`config.mk`:
```
export PLATFORM = sky130hd
export DESIGN_NAME = reduce_mod_hp_11
export DESIGN_NICKNAME = d
export VERILOG_FILES = /design/src/rtl/rns_pkg.sv /design/src/rtl/hp_fold_11.sv /design/src/rtl/reduce_mod_hp_11.sv
export SDC_FILE = /design/constraint.sdc
export NUM_CORES = 1
export LEC_CHECK = 0
export BUFFER_PORTS_ARGS = -buffer_cell sky130_fd_sc_hd__buf_2
export CAP_MARGIN = 25
export CORE_MARGIN = 2
export CORE_UTILIZATION = 35
export DETAILED_ROUTE_END_ITERATION = 16
export SLEW_MARGIN = 20
export SYNTH_ARGS = -nofsm -noshare
export SYNTH_HDL_FRONTEND = slang
export SYNTH_HIERARCHICAL = 1
export SYNTH_SLANG_ARGS = --single-unit
```
`constraint.sdc`:
```
create_clock -name clk -period 6.28 [get_ports clk]
set_input_delay 0.942 -clock clk [delete_from_list [all_inputs] [get_ports clk]]
set_output_delay 0.942 -clock clk [all_outputs]
set_load 0.005 [all_outputs]
```
`src/rtl/rns_pkg.sv`:
```
// Constants shared across the RNS-to-binary converter, plus elaboration-time
// helpers that size the half-period (2^HP == -1 mod m) reduction stages.
package rns_pkg;

  localparam int unsigned MOD_32 = 32;
  localparam int unsigned MOD_17 = 17;
  localparam int unsigned MOD_13 = 13;
  localparam int unsigned MOD_11 = 11;
  localparam int unsigned HP_11  = 5;

  function automatic int unsigned hp_chunks(int unsigned w, int unsigned hp);
    return (w + hp - 1) / hp;
  endfunction

  // Largest value chunk k can hold; the top chunk may be narrower than hp.
  function automatic int unsigned hp_chunk_max(int unsigned w, int unsigned hp, int unsigned k);
    int unsigned rem;
    if (hp * k >= w) return 0;
    rem = w - hp * k;
    if (rem > hp) rem = hp;
    return (32'd1 << rem) - 32'd1;
  endfunction

  // Smallest multiple of m covering the worst-case sum of odd chunks.
  function automatic int unsigned hp_offset(int unsigned w, int unsigned hp, int unsigned m);
    int unsigned s;
    int unsigned off;
    s   = 0;
    off = 0;
    for (int unsigned k = 1; k < hp_chunks(w, hp); k += 2)
      s += hp_chunk_max(w, hp, k);
    while (off < s) off += m;
    return off;
  endfunction

  function automatic int unsigned hp_max_sum(int unsigned w, int unsigned hp, int unsigned m);
    int unsigned s;
    s = hp_offset(w, hp, m);
    for (int unsigned k = 0; k < hp_chunks(w, hp); k += 2)
      s += hp_chunk_max(w, hp, k);
    return s;
  endfunction

endpackage

```
`src/rtl/hp_fold_11.sv`:
```
// Combinational alternating chunk sum: sum(c_even) - sum(c_odd) + OFF, which is
// congruent to the input modulo MOD and never negative.
module hp_fold_11
  import rns_pkg::*;
#(
  parameter int unsigned W_IN  = 17,
  parameter int unsigned W_OUT = 7,
  parameter int unsigned HP    = HP_11,
  parameter int unsigned MOD   = MOD_11
) (
  input  logic [W_IN-1:0]  i_val,
  output logic [W_OUT-1:0] o_sum
);

  localparam int unsigned N   = hp_chunks(W_IN, HP);
  localparam int unsigned EW  = N * HP;
  localparam int unsigned OFF = hp_offset(W_IN, HP, MOD);

  logic [EW-1:0] w_ext;

  assign w_ext = EW'(i_val);

  // Even chunks are added before odd ones are subtracted, so every partial
  // sum stays within [0, max sum] and W_OUT never wraps.
  always_comb begin
    o_sum = W_OUT'(OFF);
    for (int unsigned k = 0; k < N; k += 2)
      o_sum = o_sum + W_OUT'(w_ext[k*HP +: HP]);
    for (int unsigned k = 1; k < N; k += 2)
      o_sum = o_sum - W_OUT'(w_ext[k*HP +: HP]);
  end

endmodule

```
`src/rtl/reduce_mod_hp_11.sv`:
```
// Registered x mod 11 with one cycle of latency: two half-period folds, then
// conditional subtraction of 22 and 11.
module reduce_mod_hp_11
  import rns_pkg::*;
#(
  parameter int unsigned IN_W  = 17,
  parameter int unsigned OUT_W = 5,
  parameter int unsigned MOD   = MOD_11,
  parameter int unsigned HP    = HP_11
) (
  input  logic             clk,
  input  logic             reset,
  input  logic             in_valid,
  input  logic [IN_W-1:0]  in_val,
  output logic             out_valid,
  output logic [OUT_W-1:0] out_res
);

  localparam int unsigned S1_W = $clog2(hp_max_sum(IN_W, HP, MOD) + 1);
  localparam int unsigned S2_W = 6;

  logic [S1_W-1:0] w_s1;
  logic [S2_W-1:0] w_s2;
  logic [4:0]      w_c1;
  logic [3:0]      w_res;

  hp_fold_11 #(
    .W_IN  (IN_W),
    .W_OUT (S1_W),
    .HP    (HP),
    .MOD   (MOD)
  ) u_fold1 (
    .i_val (in_val),
    .o_sum (w_s1)
  );

  // Second fold maps the 7-bit sum into 8..42.
  hp_fold_11 #(
    .W_IN  (S1_W),
    .W_OUT (S2_W),
    .HP    (HP),
    .MOD   (MOD)
  ) u_fold2 (
    .i_val (w_s1),
    .o_sum (w_s2)
  );

  assign w_c1  = (w_s2 >= S2_W'(2 * MOD)) ? 5'(w_s2 - S2_W'(2 * MOD)) : w_s2[4:0];
  assign w_res = (w_c1 >= 5'(MOD)) ? 4'(w_c1 - 5'(MOD)) : w_c1[3:0];

  always_ff @(posedge clk) begin
    if (reset) begin
      out_valid <= 1'b0;
      out_res   <= '0;
    end else begin
      out_valid <= in_valid;
      if (in_valid) out_res <= OUT_W'(w_res);
    end
  end

endmodule

```
== Word level (Yosys, flattened, before mapping) ==
Index checks and enable logic that the tools add are counted.

* $add $sub $neg: 8
* Muxes and demuxes: 2
* Order comparisons: 2

{| class="wikitable"
|+ Operators with widths
! cell !! number
|-
| 6-bit by 5-bit adder with 7-bit output, first input constant || 1
|-
| 7-bit by 5-bit adder with 7-bit output || 1
|-
| 7-bit by 2-bit subtractor with 7-bit output || 1
|-
| 7-bit by 5-bit subtractor with 7-bit output || 1
|-
| 4-bit by 5-bit adder with 6-bit output, first input constant || 1
|-
| 6-bit by 5-bit >= comparator with 1-bit output, second input constant || 1
|-
| 6-bit by 2-bit subtractor with 6-bit output || 1
|-
| 5-bit by 4-bit >= comparator with 1-bit output, second input constant || 1
|-
| 5-bit two-way mux || 1
|-
| 5-bit subtractor, second input constant || 1
|-
| 4-bit two-way mux || 1
|-
| 4-bit subtractor, second input constant || 1
|}

* Register bits: 5
* Input bits: 20
* Word-level logic and storage cells: 14
* Output and inout bits: 6

== Logic depth before layout (Yosys ltp) ==
* Depth after elaboration: 10
* Gate-level depth with buffers: 25
* Mapped depth without buffers: 25

== Cells and area by module ==
Netlist, hierarchy kept.

{| class="wikitable"
|+ Modules (own cells, without submodules)
! module !! seq. area each (sq um) !! cells an instance !! instances !! area each (sq um)
|-
| reduce_mod_hp_11 || 100.1 || 57 || 1 || 452.9
|-
| hp_fold_11 (u_fold1) || 0.0 || 48 || 1 || 437.9
|-
| hp_fold_11 (u_fold2) || 0.0 || 11 || 1 || 115.1
|}

== Worst setup path before layout ==
OpenSTA, ideal clock, no wires.

* Kind: in2reg
* From: input in_val[6]
* To: register out_res[0]
* Arrival: 5.627 ns
* Library setup time: 0.122 ns
* Slack: 0.531 ns
* Required time: 6.158 ns
* Stages on the path: 23
* Buffers on the path: 0
* Cells stage by stage: ha_1 -> fa_1 -> fa_1 -> inv_1 -> ha_1 -> inv_1 -> fa_1 -> nand2b_1 -> a21oi_2 -> xor2_1 -> inv_1 -> ha_1 -> ha_1 -> fa_1 -> xnor2_1 -> o21ai_0 -> nand3_1 -> nand2_1 -> ha_1 -> inv_1 -> o2111ai_1 -> and3_1 -> a311o_1

* Elaborated cells between the ends (all ways): 10
* Those cells by class: add/sub (6); order compare (2); mux (2)

{| class="wikitable"
|+ RTL lines
! element !! line !! RTL
|-
| from (decl) || reduce_mod_hp_11.sv:14 || <nowiki>input logic [IN_W-1:0] in_val,</nowiki>
|-
| 7-bit by 5-bit subtractor with 7-bit output (*) || hp_fold_11.sv:30 || <nowiki>o_sum = o_sum - W_OUT'(w_ext[k*HP +: HP]);</nowiki>
|-
| 7-bit by 2-bit subtractor with 7-bit output (*) || hp_fold_11.sv:30 ||
|-
| named net w_s1[6] || reduce_mod_hp_11.sv:22 || <nowiki>logic [S1_W-1:0] w_s1;</nowiki>
|-
| 6-bit by 2-bit subtractor with 6-bit output (*) || hp_fold_11.sv:30 ||
|-
| named net w_s2[3] || reduce_mod_hp_11.sv:23 || <nowiki>logic [S2_W-1:0] w_s2;</nowiki>
|-
| 5-bit subtractor or 6-bit by 5-bit >= comparator with 1-bit output (tied branches) || reduce_mod_hp_11.sv:48 || <nowiki>assign w_c1 = (w_s2 >= S2_W'(2 * MOD)) ? 5'(w_s2 - S2_W'(2 * MOD)) : w_s2[4:0];</nowiki>
|-
| 5-bit two-way mux (*) || reduce_mod_hp_11.sv:48 ||
|-
| 5-bit by 4-bit >= comparator with 1-bit output or 4-bit subtractor (tied branches) || reduce_mod_hp_11.sv:49 || <nowiki>assign w_res = (w_c1 >= 5'(MOD)) ? 4'(w_c1 - 5'(MOD)) : w_c1[3:0];</nowiki>
|-
| 4-bit two-way mux (*) || reduce_mod_hp_11.sv:49 ||
|-
| to (signal assigned) || reduce_mod_hp_11.sv:57 || <nowiki>if (in_valid) out_res <= OUT_W'(w_res);</nowiki>
|-
| to (decl) || reduce_mod_hp_11.sv:16 || <nowiki>output logic [OUT_W-1:0] out_res</nowiki>
|}

Mark *: on every way through the listed nets, which the timed path passes. The rest lies on a longest branch.
A chain may end at the register's enable or synchronous reset.

== Final worst setup path ==
Same ends and word-level chain as after synthesis.

==> flow_summary.ini <==
[status]
status = completed

[cts]
holdBufCountCts = 0
clk_path_buf_depth = 2
cts_buffers = 3
insertion_delay_ns = 0.25
cts_tree = built
htreeDepth = 1
ctsResizeCount = 0
clock_sinks = 5
clockRootBuffer = clkbuf_4
cts_setup_buffers = 0
clkTransAtPathRegs_ns = 0.05

[finish]
antennaDiodeCount = 0
num-nets-final = 190
drive_gt1_frac = 0.2517
final_core_util = 0.4348
area_delta_synth_final_pct = 18.16

[power]
clkPwrFrac = 0.053
finalPower_mw = 0.7283
p_leak_nw = 0.6562
cellPowerDensity_nw_per_um2 = 612.7
switching_share = 0.5311
p_int_mw = 0.3415
p_sw_mw = 0.3867
power_frac_comb = 0.884
vdd_drop_max_uv = 400.7
p_seq_frac = 0.063

[synth]
yosys_warnings = 6
synth_top_area_cell = ha_1
synth_area_um2 = 1006
synth_top_area_share = 0.2114
ys_types = 37
synthCells = 116
ys_seq_area_frac = 0.09950
synth-main-ff-cell = dfxtp_1
ys_seq_elements = 5
syn_avg_cell_area_um2 = 8.672
synthTopCellsByArea = ha_1, fa_1, inv_1
synth-edff-count = 0
async_reset_ff_frac = 0
synthesis.nets = 162

[critical_path]
critPathBufInv = 6
crit_start = in_val[6]
cp_slowest_cell = fa_1
slowest_delay_ns = 0.43
worst-setup-path-type = in -> reg
cp-start-kind = input pin
cp_common_cell = ha_1
crit_fanout = 5
crit_required_ns = 6.42
critPathCaptureType = flip-flop
r2r_start = out_res[2]
worstPathArrival_ns = 5.88
critical_path.top_delay_family = adder cells

[grt]
grt_max_degree = 10
gr-usage-all-layers = 0.1220
grt_antenna_before_repair = 0
grt_pass1_wl_mm = 3.139
grt_pass1_vias = 802
grt-ovfl-total = 0

[drt]
ant_nets = 0
first_pass_iters = 4
wirelength_mm = 1.744
remaining_drc_errors = 0
num_vias = 835
avgRoutedWirePerCell_um = 10.02
via_per_inst = 4.799
drt_iter0_markers = 18

[sta]
setup_tns_ns = 0
rsz0062_at_grt = false
slew_viol_final = 0
period_share = 0.9138
period_minus_slack_ns = 5.739
fmax_ghz = 0.1743
fin_worst_skew_ns = 0
setup_viol = 0
hold_viol_final = 0
hold_ws_ns = 0.4968

[flow_run]
drv_cap = 0

[floorplanning]
core_area_um2 = 2734
initial_core_util = 0.3680
die_w_um = 57.61
io_pins = 26
dieHeight_um = 57.61
fp-row-count = 19
die-area_um2 = 3319

[hold_path]
worstHoldPathType = reg -> reg
hold_start = out_res[3]

[placement]
globalplace.congestion = 0.7310
dp_hpwl_mm = 1.554
io_buffers = 24
flip-flops by register name (all words and copies together) (netlist names):
| register | cells |
|---|---|
| out_valid | 1 |
| out_res | 4 |
worst paths after layout:
check	to	slack, ns	cells after the start
worst max-delay path	out_res[0]	0.54	25
worst min-delay path	out_res[3]	0.50	2
worst max register to register	out_res[2]	5.34	3
worst min register to register	out_res[3]	0.50	2
final cells by class:
| cell class | instances | area, um2 |
|---|---|---|
| repair buffers | 25 | 127.6 |
| well taps | 31 | 38.79 |
| inverters | 28 | 105.1 |
| flip-flops and latches | 5 | 100.1 |
| clock inverters | 1 | 5.005 |
| fillers | 281 | 1545 |
| clock buffers | 3 | 22.52 |
| multi-input cells | 81 | 789.5 |
power by group through the flow:
stage	Combinational [mW]	Sequential (mW)	Clock, mW
3_3_place_gp	0.629	0.0468	0
2_1_floorplan	0.512	0.0482	0
4_1_cts	0.643	0.0465	0.0397
6_report	0.644	0.0462	0.0384
3_5_place_dp	0.639	0.0471	0
5_1_grt	0.732	0.0473	0.0422
kinds of logic (layout without fill, tap and decap cells):
kind of cell,Yosys count,in the layout,synth area share
muxes,1,1,0.009951
other,1,1,0.003728
buffers and inverters,30,57,0.1157
and+or+nand+nor,23,23,0.1157
xor gates and xnor gates,5,5,0.04353
DFF,5,5,0.09951
AOI/OAI and AO/OA,25,25,0.2214
adders and majority gates,26,26,0.3905
routing by layer:
layer	up-vias	track usage	share of wire
li1	442	-	-
met4	0	0.03987	0
met2	24	0.2013	0.45
met5	-	0	0
met1	369	0.1491	0.48
met3	0	0.04241	0.067
synthesized netlist by cell type, types with 3 or more instances:
| master | instances |
|---|---|
| a21oi_2 | 3 |
| dfxtp_1 | 5 |
| fa_1 | 9 |
| ha_1 | 17 |
| inv_1 | 28 |
| nand2_1 | 3 |
| nand2b_1 | 3 |
| nand3_1 | 3 |
| nor2_1 | 8 |
| o21ai_0 | 3 |
| xnor2_1 | 4 |
worst min-delay path, delay by kind of cell (launching register included):
kind / cells / cell delay, ns
flip-flops: 1 / 0.30
AND/OR/NAND/NOR: 1 / 0.10
AO/OA/AOI/OAI: 1 / 0.05
cells in the final DEF (no fill, tap or decap):
master,n
and3b_1,2
xor2_1,1
a21oi_2,3
clkbuf_4,3
nor2b_1,1
o2111ai_1,1
xnor2_1,4
a21oi_1,1
fa_1,9
a211oi_1,2
buf_4,1
a211o_1,2
nand2b_1,3
a32oi_2,1
clkinv_2,1
nor2_1,8
o21ai_0,3
a21o_1,2
mux2i_1,1
o21bai_1,1
a2111oi_2,1
inv_1,28
a311o_1,1
nor3_1,1
a211oi_2,1
a31o_1,1
a311oi_1,1
or2_1,1
conb_1,1
a22o_1,1
dfxtp_1,5
o41ai_2,1
ha_1,17
o21a_1,1
nand3_1,3
and3_1,1
a2111oi_0,1
nand2_1,3
buf_2,24
through the flow:
| stage | worst slack, ns | instances | cell area, um2 |
|---|---|---|---|
| after floorplan | 0.5310 | 116 | 1006 |
| after global placement | 0.3561 | 170 | 1161 |
| after detailed placement | 0.2628 | 170 | 1161 |
| after CTS | 0.5313 | 174 | 1189 |
| after global routing | 0.1899 | 174 | 1189 |
| final | 0.5412 | 174 | 1189 |
Note: power is estimated with default switching activity, not from simulation.
